===== src/rtl/spi_ctrl_pkg.sv =====
// Shared definitions for the SPI register-write initiator: frame layout,
// peripheral register map and controller state encoding.
package spi_ctrl_pkg;

  localparam int unsigned FRAME_W  = 16;
  localparam logic        RW_WRITE = 1'b1;

  localparam logic [6:0] EN_OUT_LO = 7'h00;
  localparam logic [6:0] EN_OUT_HI = 7'h01;
  localparam logic [6:0] EN_PWM_LO = 7'h02;
  localparam logic [6:0] EN_PWM_HI = 7'h03;
  localparam logic [6:0] PWM_DUTY  = 7'h04;

  typedef enum logic [2:0] {
    IDLE,
    SETUP,
    SHIFT_HI,
    SHIFT_LO,
    GAP
  } state_e;

endpackage


===== src/rtl/spi_half_tick.sv =====
// Half-period timer for the SPI initiator: counts 0..CLK_DIV-1 while enabled
// and flags the last cycle of each half-period. Cleared when a frame starts.
module spi_half_tick #(
  parameter int unsigned CLK_DIV = 4
) (
  input  logic clk_i,
  input  logic rst_ni,
  input  logic clr_i,
  input  logic en_i,
  output logic tick_o
);

  localparam int unsigned CW = (CLK_DIV > 1) ? $clog2(CLK_DIV) : 1;
  localparam logic [CW-1:0] LAST = CW'(CLK_DIV - 1);

  logic [CW-1:0] cnt_q, cnt_d;

  assign tick_o = en_i && (cnt_q == LAST);

  always_comb begin
    cnt_d = cnt_q;
    if (clr_i) begin
      cnt_d = '0;
    end else if (en_i) begin
      cnt_d = tick_o ? '0 : cnt_q + 1'b1;
    end
  end

  always_ff @(posedge clk_i) begin
    if (!rst_ni) begin
      cnt_q <= '0;
    end else begin
      cnt_q <= cnt_d;
    end
  end

endmodule


===== src/rtl/spi_controller.sv =====
// SPI mode-0 initiator issuing {rw, addr, data} frames MSB first.
// Define SPI_CONTROLLER_READ_EN to enable read frames sampled on cipo.
module spi_controller
  import spi_ctrl_pkg::*;
#(
  parameter int unsigned CLK_DIV = 4,
  parameter int unsigned ADDR_W  = 7,
  parameter int unsigned DATA_W  = 8
) (
  input  logic              clk,
  input  logic              rst_n,
  input  logic              req_valid,
  output logic              req_ready,
  input  logic              req_rw,
  input  logic [ADDR_W-1:0] req_addr,
  input  logic [DATA_W-1:0] req_data,
  output logic              done,
  output logic [DATA_W-1:0] rd_data,
  output logic              sclk,
  output logic              copi,
  output logic              ncs,
  input  logic              cipo
);

  localparam int unsigned FW = 1 + ADDR_W + DATA_W;
  localparam int unsigned BW = $clog2(FW);
  localparam logic [BW-1:0] BIT_MSB   = BW'(FW - 1);
  localparam logic [BW-1:0] DATA_MSB  = BW'(DATA_W - 1);

  logic [FW-1:0] frame;

`ifdef SPI_CONTROLLER_READ_EN
  localparam bit RD_EN = 1'b1;
  assign frame = req_rw ? {RW_WRITE, req_addr, req_data}
                        : {~RW_WRITE, req_addr, {DATA_W{1'b0}}};
`else
  localparam bit RD_EN = 1'b0;
  logic unused_rw;
  assign unused_rw = req_rw;
  assign frame = {RW_WRITE, req_addr, req_data};
`endif

  state_e            state_q;
  logic [FW-1:0]     shreg_q;
  logic [BW-1:0]     bit_q;
  logic [DATA_W-1:0] rdsh_q, rd_q;
  logic              rw_q, ncs_q, sclk_q, copi_q, done_q, ready_q;
  logic              accept, tick;

  assign accept = req_valid && ready_q;

  spi_half_tick #(.CLK_DIV(CLK_DIV)) u_half_tick (
    .clk_i  (clk),
    .rst_ni (rst_n),
    .clr_i  (accept),
    .en_i   (state_q != IDLE),
    .tick_o (tick)
  );

  always_ff @(posedge clk) begin
    if (!rst_n) begin
      state_q <= IDLE;
      shreg_q <= '0;
      bit_q   <= '0;
      rdsh_q  <= '0;
      rd_q    <= '0;
      rw_q    <= 1'b1;
      ncs_q   <= 1'b1;
      sclk_q  <= 1'b0;
      copi_q  <= 1'b0;
      done_q  <= 1'b0;
      ready_q <= 1'b1;
    end else begin
      done_q <= 1'b0;
      case (state_q)
        IDLE: if (accept) begin
          shreg_q <= frame;
          rw_q    <= frame[FW-1];
          bit_q   <= BIT_MSB;
          copi_q  <= frame[FW-1];
          ncs_q   <= 1'b0;
          ready_q <= 1'b0;
          state_q <= SETUP;
        end
        SETUP: if (tick) begin
          sclk_q  <= 1'b1;
          state_q <= SHIFT_HI;
          if (RD_EN && bit_q <= DATA_MSB) rdsh_q <= {rdsh_q[DATA_W-2:0], cipo};
        end
        SHIFT_HI: if (tick) begin
          sclk_q  <= 1'b0;
          state_q <= SHIFT_LO;
          // Bit 0 is held through its low phase; only earlier bits advance here.
          if (bit_q != '0) begin
            copi_q  <= shreg_q[FW-2];
            shreg_q <= shreg_q << 1;
          end
        end
        SHIFT_LO: if (tick) begin
          if (bit_q == '0) begin
            ncs_q   <= 1'b1;
            copi_q  <= 1'b0;
            state_q <= GAP;
          end else begin
            bit_q   <= bit_q - 1'b1;
            sclk_q  <= 1'b1;
            state_q <= SHIFT_HI;
            if (RD_EN && (bit_q - 1'b1) <= DATA_MSB) rdsh_q <= {rdsh_q[DATA_W-2:0], cipo};
          end
        end
        GAP: if (tick) begin
          ready_q <= 1'b1;
          done_q  <= 1'b1;
          state_q <= IDLE;
          if (RD_EN && !rw_q) rd_q <= rdsh_q;
        end
        default: state_q <= IDLE;
      endcase
    end
  end

  assign req_ready = ready_q;
  assign done      = done_q;
  assign rd_data   = rd_q;
  assign sclk      = sclk_q;
  assign copi      = copi_q;
  assign ncs       = ncs_q;

endmodule


===== config.mk =====
export PLATFORM = sky130hd
export DESIGN_NAME = spi_controller
export DESIGN_NICKNAME = d
export VERILOG_FILES = /design/src/rtl/spi_ctrl_pkg.sv /design/src/rtl/spi_half_tick.sv /design/src/rtl/spi_controller.sv
export SDC_FILE = /design/constraint.sdc
export NUM_CORES = 1
export LEC_CHECK = 0
export ABC_AREA = 0
export CAP_MARGIN = 20
export CORE_AREA = 2 2 67 69
export CTS_BUF_LIST = sky130_fd_sc_hd__clkbuf_8
export DETAILED_ROUTE_END_ITERATION = 10
export DIE_AREA = 0 0 69 71
export GPL_ROUTABILITY_DRIVEN = 0
export PLACE_DENSITY = 0.73
export RECOVER_POWER = 100
export SLEW_MARGIN = 30
export SYNTH_ARGS = -nofsm -noshare
export SYNTH_HDL_FRONTEND = slang
export SYNTH_HIERARCHICAL = 1
export SYNTH_SLANG_ARGS = --single-unit

===== constraint.sdc =====
create_clock -name clk -period 4.5 [get_ports clk]
set_input_delay 0.675 -clock clk [delete_from_list [all_inputs] [get_ports clk]]
set_output_delay 0.675 -clock clk [all_outputs]
set_load 0.01 [all_outputs]

# Word level (Yosys, flattened, before mapping)
# Cells that the tools add are included.
# classes
add_sub_neg,2
n_mul,0
n_div,0
order_cmp,0
n_eq_ne,13
n_shift,0
mux,33
n_bitwise,1
n_reduce_logical,20
# ops
operator,count
$mux W15,3
$pmux W15 S2,1
$mux W3,6
$pmux W3 S5,1
$mux W1,13
$mux W4,3
$reduce_and A4 Y1,3
$reduce_and A5 Y1,2
$reduce_bool A3 Y1,3
$ne A2 B1 Y1 const B,4
$ne A2 B2 Y1 const B,4
$pmux W4 S2,1
$eq A3 B2 Y1 const B,2
$pmux W1 S3,2
$reduce_and A6 Y1,1
$reduce_bool A2 Y1,3
$logic_not A4 Y1,1
$pmux W1 S2,2
$reduce_bool A4 Y1,1
$sub A4 B1 Y4 const B,1
$eq A3 B1 Y1 const B,1
$eq A3 B3 Y1 const B,1
$logic_not A3 Y1,1
$reduce_and A3 Y1,1
7 further kinds,8
# word_totals
register_bits,29
latch_bits,0
ram_bits,0
romBits,0
input_bits,20
output_inout_bits,13
wordCells,78
n_memories,0

# Longest topological paths before layout
# Gate-level depths: netlist of run 1.
# depth
depth_word,4
ltp_mapped,10
mapped_depth_nobuf,7

# Hierarchy
# Netlist of run 1, hierarchy kept.
# modules_own_cells
mod,n_inst,cells_per_inst,area_each_um2,seq_area_each_um2
spi_controller,1,155,1505.2,540.5
spi_half_tick,1,10,102.6,40.0

# Worst setup path after synthesis of run 1
# Ideal clock, no wire load.
# synth_path
kind,register to register
startpoint,register state_q[0]
endpoint,register shreg_q[12]
setup_ns,0.079
arrival_ns,1.903
required_ns,4.421
setup_slack_ns,2.518
stages_incl_launch_ff,11
path_buffers,3
period_less_slack_ns,1.982
cell_sequence,dfxtp_1 clkbuf_1 nor2_1 nand2_1 and2_1 clkbuf_2 nand2_1 o32ai_4 buf_6 nor2_1 a211oi_2
# synth_via
elab_chain_len,4
elab_cells_between_ends,10
cone_classes,eq/ne: 4; mux: 1; reduce/logical: 5
# synth_rtl
item,line_no,source
start: declaration,spi_controller.sv:43,state_e state_q;
start signal: assignment,spi_controller.sv:62,state_q <= IDLE;
start signal: assignment,spi_controller.sv:83,state_q <= SETUP;
start signal: assignment,spi_controller.sv:87,state_q <= SHIFT_HI;
$reduce_bool A3 Y1,spi_controller.sv:56,".en_i (state_q != IDLE),"
$logic_and A1 B1 Y1,spi_half_tick.sv:18,assign tick_o = en_i && (cnt_q == LAST);
net tick,spi_controller.sv:48,"logic accept, tick;"
$ne A2 B1 Y1 (no source line),--,
$reduce_and A4 Y1 (no source line),--,
end signal: assignment,spi_controller.sv:77,shreg_q <= frame;
end signal: assignment,spi_controller.sv:96,shreg_q <= shreg_q << 1;
end: declaration,spi_controller.sv:44,logic [FW-1:0] shreg_q;
# The timed path passes the listed nets, and every way through them passes these cells.
# A chain may end at the register's enable or synchronous reset.

# Final worst setup path of run 1
# Same ends and word-level chain as after synthesis.

==> metrics list, run 1 <==
- Element type at the critical path end: flop
* Top cells by instance count after synthesis: dfxtp_1, nor2_1, mux2i_1
- Post-layout nets: 210
- Combined area of all synthesized cells: 0.00161 mm^2
- Of all cell types, the one taking the most synthesized area is dfxtp_1.
- Max-slew violation count: 0
- Dividing the final minimum period by the clock period gives 0.667.
- The wire-length estimate of the detail-placed layout is 1990 um.
* Most used flip-flop cell after synthesis: dfxtp_1
- Synthesis instantiated 45 different standard cells from the library.
- For this run the aggregate overflow at the end of global routing stands at 0.
- Final setup violation count: 0
- The worst setup path is launched from a flop.
- Top-count cell post-synth: dfxtp_1
* Core footprint: 0.00420 mm^2
- Routed wire length per instance: 12.5 um
- Sequential cell area fraction in the yosys report: 0.361
- Die H: 71 um
- In this run the clock root is driven by a clkbuf_8.
- Core utilization of the finished layout: 0.437
* Maximum number of pins on one net before global-route repair: 19
* GR Util All Layers: 0.132
- The number of global-route vias before repair was 1171.
- Summed over all layers, the routed wires come to 3010 um.
- The number of antenna violations at the first check in global routing was 0.
- After synthesis the netlist holds a flip-flop and latch count of 29.
- Die Wd: 69 um
* PortBufs: 22
- For the worst-skew pair, the clock arrives at the later sink with an insertion delay of 0.29 ns.
* Die area: 0.00490 mm^2
* Count of flip-flops with a built-in enable after synthesis: 0
- Site row count: 24
* Number of clock sinks: 29
- The pre-antenna-repair detailed-routing pass consisted of 4 iterations.
- Number of buffers created by CTS: 5
* Share of layout cells above drive strength 1: 0.144
- In this run the worst path has a maximum fanout of 17.
- Area grow syn2layout: 14.2%
- The share of synthesized area in the top cell type comes to 0.361.
- Using the TritonRoute via totals, the vias-per-cell ratio works out to 5.01.
- Worst slew margin relative to its limit: 0.437
- Counting along the longest clock path gives a buffer depth of 2.
- Maximum clock frequency: 333 MHz
- # H-tree levels: 2
* DRC violations left: 0
- The cell count after synthesis came out at 165.
- Once detail routing completed, the nets flagged for antenna violations numbered 0.
- For the final database, setup skew stands at 0.00959 ns.
- TritonCTS built the clock tree.
* Async set-or-reset flop fraction in the synthesized netlist: 0
- Number of max-capacitance violations reported: 0
* Via Count: 1202
- Worst min-delay path category: flop to flop
* Transition time of the tightest slew-check pin: 0.845 ns
- Status: completed
* Min Tclk post-route: 3.00 ns
- For this run, the number of Yosys warnings is 6.
- Final number of hold-violating endpoints: 0
- For this design the top-level I/O count stands at 33.
* Post-Syn Area per Cell: 9.74 um^2
- Yosys attributes the largest share of cell area to dfxtp_1, a211oi_2, mux2i_1, nor2_1, buf_4.
* Worst voltage drop across the vdd grid: 0.216 mV
* Final-layout fill cell count: 432
- The initial utilization of the core area, before any placement, comes to 0.382.
- The analysis attributes to cell leakage a power of 0.658 nW.
* RSZ-0062 raised after global routing: false
* Post-cts gate resize count: 0
* Worst endpoint required time: 4.69 ns
- Buffers inserted by post-CTS timing repair: 0
- For this design, the CTS-stage hold fixing added 0 buffers.
- Clock transition at the registers of the reported paths: 0.07 ns
* CP Class: flop to flop
- The first routing iteration left 48 violations.
- Data on the critical path arrives at its endpoint at 3.19 ns.
- The first global-routing pass estimated 5170 um of wire.
* Cell area power density: 328 mW/mm^2
- The number of antenna diodes in the final layout is 0.
- In the final timing run, aggregate negative setup slack is 0 ns.
## state kept, by name, indices dropped and copies added, names as in the netlist
register,count
bit_q,4
copi,1
done,1
ncs,1
req_ready,1
sclk,1
shreg_q,15
state_q,3
u_half_tick/cnt_q,2
## power by group
group	internal, W	switching, W	leakage, nW
registers	0.000276	0.0000151	0.239
logic	0.0000509	0.0000505	0.376
clock network	0.000106	0.000102	0.0439
total	0.000434	0.000168	0.658
## critical path, cell delays in order (launching register included)
cell and delay [ns]:
dfxtp_1 0.57, nor2_1 0.17, nand2_1 0.16, and2_0 0.36, nand2_1 0.17, o32ai_1 0.29
clkbuf_1 0.68, buf_8 0.24, nor2_1 0.05, a211oi_1 0.20
## metrics by stage
stage          hold slack (ns)  area [um^2]  power [W]  instances  setup slack [ns]
3_5_place_dp             0.461         1800   0.000406        232              1.89
3_3_place_gp             0.460         1770   0.000399        230              1.73
4_1_cts                  0.473         1880   0.000617        240              2.14
6_report                 0.475         1840   0.000602        240              1.50
2_1_floorplan            0.445         1630   0.000376        172              2.52
5_1_grt                  0.493         1840   0.000631        240              1.21
## layout by cell type (no fill, tap or decap), types with 2 or more instances in the layout
cell type,Yosys,routed
buf_4,8,2
o22ai_1,2,3
nand2_1,8,8
a211oi_1,1,4
conb_1,1,8
clkinv_2,0,2
dlygate4sd3_1,0,6
dfxtp_1,29,29
inv_1,6,6
ha_1,3,3
mux2i_1,15,15
a211oi_2,14,11
nand2b_1,4,4
nor3b_1,2,2
clkbuf_8,1,5
o21ai_0,6,6
nor3_1,2,2
nand3b_1,2,2
nor2_1,22,22
clkdlybuf4s50_1,0,16
a21oi_1,8,8
## area by class of cell
cell class | instances | area [um^2] | share of cell area
sequential | 29 | 581 | 0.316
clock buffer | 5 | 68.8 | 0.0375
multi-input combinational | 118 | 823 | 0.449
timing repair buffer | 26 | 254 | 0.138
tap | 52 | 65.1 | 0.0354
clock inverter | 3 | 17.5 | 0.00954
inverter | 7 | 26.3 | 0.0143
## kinds of logic after synthesis
family,after synthesis,share of synthesized area
multiplexers,15,0.0934
AND/OR/NAND/NOR,54,0.185
buffers and inverters,25,0.118
flip-flops,29,0.361
other,1,0.00233
AO/OA/AOI/OAI,38,0.216
adder cells (fa/ha/maj),3,0.0233
## routing by layer
| layer | GRT usage | wire (um) | vias up |
|---|---|---|---|
| li1 | - | - | 614 |
| met1 | 0.157 | 1430 | 559 |
| met2 | 0.202 | 1360 | 24 |
| met3 | 0.0527 | 165 | 5 |
| met4 | 0.0806 | 55 | 0 |
| met5 | 0 | 0 | - |
## path summary, 6_finish.rpt
path | start | slack (ns) | to | cells after the start
setup / recovery | state_q[0]$_SDFFE_PN0P_ | 1.50 | shreg_q[12]$_SDFFE_PN0P_ | 9
hold / removal | ncs$_SDFFE_PN1P_ | 0.48 | ncs$_SDFFE_PN1P_ | 2
setup reg to reg | state_q[0]$_SDFFE_PN0P_ | 1.50 | shreg_q[12]$_SDFFE_PN0P_ | 9
hold reg to reg | ncs$_SDFFE_PN1P_ | 0.48 | ncs$_SDFFE_PN1P_ | 2
Power figures use the tool's default switching activity.
==> inputs of run 2 (changes only) <==
Settings changed: PLACE_DENSITY 0.73 to 0.75.
Clock period 4.5 ns to 2.7 ns, I/O delays scaled along.
==> metrics list, run 2 (synthesis results as in run 1) <==
- Number of antenna violations at the first check in global routing: 0 (unchanged)
- CP max FO: 14 (-3)
- Grouping stages by cell kind, the critical path spends the most delay in simple AND/OR/NAND/NOR gates.
* Worst voltage drop across the vdd grid: 0.397 mV (+84%)
- The cell count of the worst reg-to-reg path came to 7 (-2).
- Maximum clock frequency: 432 MHz (+30%)
- Slack of the worst reg-to-reg path: 0.38 ns (-1.12 ns)
* Final number of hold-violating endpoints: 0 (unchanged)
- The share of cells above drive strength 1 was 0.134 (-0.00993).
* Reg-to-reg startpoint: state_q[0]$_SDFFE_PN0P_
- The number of H-tree levels came to 2 (unchanged).
- The area of the die came to 0.00490 mm^2 (unchanged).
- The number of inserted filler cells in the final layout came to 441 (+2.1%).
- Number of buffers created by CTS: 5 (unchanged)
- STA classifies the critical path endpoint as a flop.
- Number of nets with antenna violations after routing: 0 (unchanged)
- Power after layout: 0.00111 W (+84%)
- Min Tclk post-route: 2.32 ns (-0.685 ns)
- Hold_buf cts: 0 (unchanged)
* Routed wire length per instance: 12.3 um (-1.6%)
- GR Util All Layers: 0.132 (-0.000300)
- The critical path data arrival time came to 2.51 ns (-0.68 ns).
- Worst reg2reg endpoint: bit_q[3]$_SDFFE_PN0P_
- Die H: 71 um (unchanged)
- The number of pins with negative max-slew slack in the final report was 0 (unchanged).
- The flow ran to the end, and the final reports show no timing, DRC or antenna violations.
* Global-route wire length before repair: 5290 um (+2.3%)
* Global-route congestion overflow total: 0 (unchanged)
- The maximum buffer depth of the clock tree was 2 (unchanged).
- The number of resized instances in the post-cts repair step came to 0 (unchanged).
- The number of flip-flops in the largest register was 15 (unchanged).
- The tree is rooted in a clkbuf_8.
- The tightest min-delay check is of the flop to flop type.
- The stage delay of the slowest cell on the critical path is 0.58 ns (-0.10 ns).
- Post-layout nets: 209 (-0.48%)
- Most common library cell in the layout ignoring fill and taps: dfxtp_1
- The placeable core region is 0.00420 mm^2 (unchanged).
- Starting density of the core: 0.382 (unchanged)
- Drt first-iter violations: 68 (+42%)
- The maximum clock skew at final layout is 0.00896 ns (-0.000628 ns).
- CP Class: flop to flop
- CP Depth: 7 (-2)
- DRC violations left: 0 (unchanged)
- Ranked by flip-flop count, first place goes to shreg_q.
* Number of max-capacitance violations reported: 0 (unchanged)
- The number of buffer and inverter stages on the critical path was 0 (-2).
* Placed wire-length estimate: 1970 um (-1.1%)
* Highest-count cells in the layout ignoring fill and taps: dfxtp_1, nor2_1, clkdlybuf4s50_1
- The worst-skew pair later-pin latency is 0.28 ns (about the same).
* End of the critical path: bit_q[3]$_SDFFE_PN0P_
* Launch point of the critical path: state_q[0]$_SDFFE_PN0P_
- The clock-pin slew on the worst setup and hold paths was 0.06 ns (about the same).
- The ratio of final minimum period to clock period was 0.858 (+0.191).
* Startpoint Class: flop
- The largest registers in the layout are shreg_q (15), bit_q (4), state_q (3).
- The cell area power density came to 591 mW/mm^2 (+80%).
- PortBufs: 22 (unchanged)
- Worst endpoint required time: 2.90 ns (-1.79 ns)
- Wire length reported by the detailed router: 2950 um (-2.0%)
* Clock tree from TritonCTS: yes
* Maximum number of pins on one net before global-route repair: 31 (+12)
- P_leak: 0.679 nW (+3.2%)
- Via Count: 1227 (+2.1%)
- Traced cell by cell, the critical path runs through nor2_1 -> nand2_1 -> and2_1 -> nand4b_1 -> o22ai_1 -> a21oi_1 -> a211oi_1.
* Die Wd: 69 um (unchanged)
- Top-level I/O count: 33 (unchanged)
* Number of inserted diodes: 0 (unchanged)
* Via count normalized by instance count: 5.13 (+2.5%)
* RSZ-0062 raised after global routing: false
* Drt first pass iters: 4 (unchanged)
- Site row count: 24 (unchanged)
* Number of clock sinks: 29 (unchanged)
- The number of global-route vias before repair is 1188 (+1.5%).
- Buffers inserted by post-CTS timing repair: 0 (unchanged)
- Area grow syn2layout: 16.7%
- Worst path slowest cell: dfxtp_1
- Final TNS setup: 0 ns (unchanged)
- The count of endpoints failing setup in the final report is 0 (unchanged).
-- run 2: area by class of cell --
cell class	instances	area, um^2	area share
inverter	7	26.3	0.0140
sequential	29	581	0.310
multi-input combinational	118	832	0.444
clock inverter	2	33.8	0.0180
clock buffer	6	82.6	0.0440
tap	52	65.1	0.0347
timing repair buffer	25	255	0.136
-- run 2: per-stage QoR --
stage | hold slack [ns] | instances | util | setup slack (ns) | instance area, um^2
after floorplan | 0.445 | 172 | - | 0.718 | 1630
after global placement | 0.459 | 231 | 0.426 | 0.527 | 1790
after detailed placement | 0.469 | 231 | 0.426 | 0.486 | 1790
after CTS | 0.482 | 239 | 0.454 | 0.434 | 1910
after global routing | 0.504 | 239 | 0.446 | 0.151 | 1880
final | 0.479 | 239 | 0.446 | 0.383 | 1880
-- run 2: per-layer routing --
metal | global-route usage | share of wire | vias to the layer above
met5 | 0 | 0 | -
met4 | 0.0588 | 0.018 | 0
met3 | 0.0413 | 0.052 | 7
met2 | 0.198 | 0.43 | 40
met1 | 0.175 | 0.50 | 568
li1 | - | - | 612
-- run 2: worst min-delay path by stage --
stage | endpoint | slack, ns | start | cells after the start
global route | shreg_q[0]$_SDFFE_PN0P_ | 0.50 | shreg_q[0]$_SDFFE_PN0P_ | 2
floorplan | shreg_q[0]$_SDFFE_PN0P_ | 0.44 | shreg_q[0]$_SDFFE_PN0P_ | 2
global placement | shreg_q[0]$_SDFFE_PN0P_ | 0.46 | shreg_q[0]$_SDFFE_PN0P_ | 2
CTS | shreg_q[0]$_SDFFE_PN0P_ | 0.48 | shreg_q[0]$_SDFFE_PN0P_ | 2
detailed placement | ncs$_SDFFE_PN1P_ | 0.47 | ncs$_SDFFE_PN1P_ | 2
finish | ncs$_SDFFE_PN1P_ | 0.48 | ncs$_SDFFE_PN1P_ | 2
-- run 2: power by group --
| group | switching (W) | internal [W] |
|---|---|---|
| combinational | 0.0000835 | 0.0000842 |
| clock | 0.000159 | 0.000297 |
| sequential | 0.0000246 | 0.000461 |
-- run 2: worst min-delay path: cells and delay by family (launching register included) --
| family | cells | cell delay [ns] |
|---|---|---|
| flip-flops | 1 | 0.32 |
| AO/OA/AOI/OAI | 1 | 0.07 |
| AND/OR/NAND/NOR | 1 | 0.06 |
==> inputs of run 3 (changes only) <==
Settings changed: CAP_MARGIN 20 to unset, GPL_ROUTABILITY_DRIVEN 0 to unset.
==> results of run 3 <==
The final DEF is identical to that of run 2; final timing and power are the same.
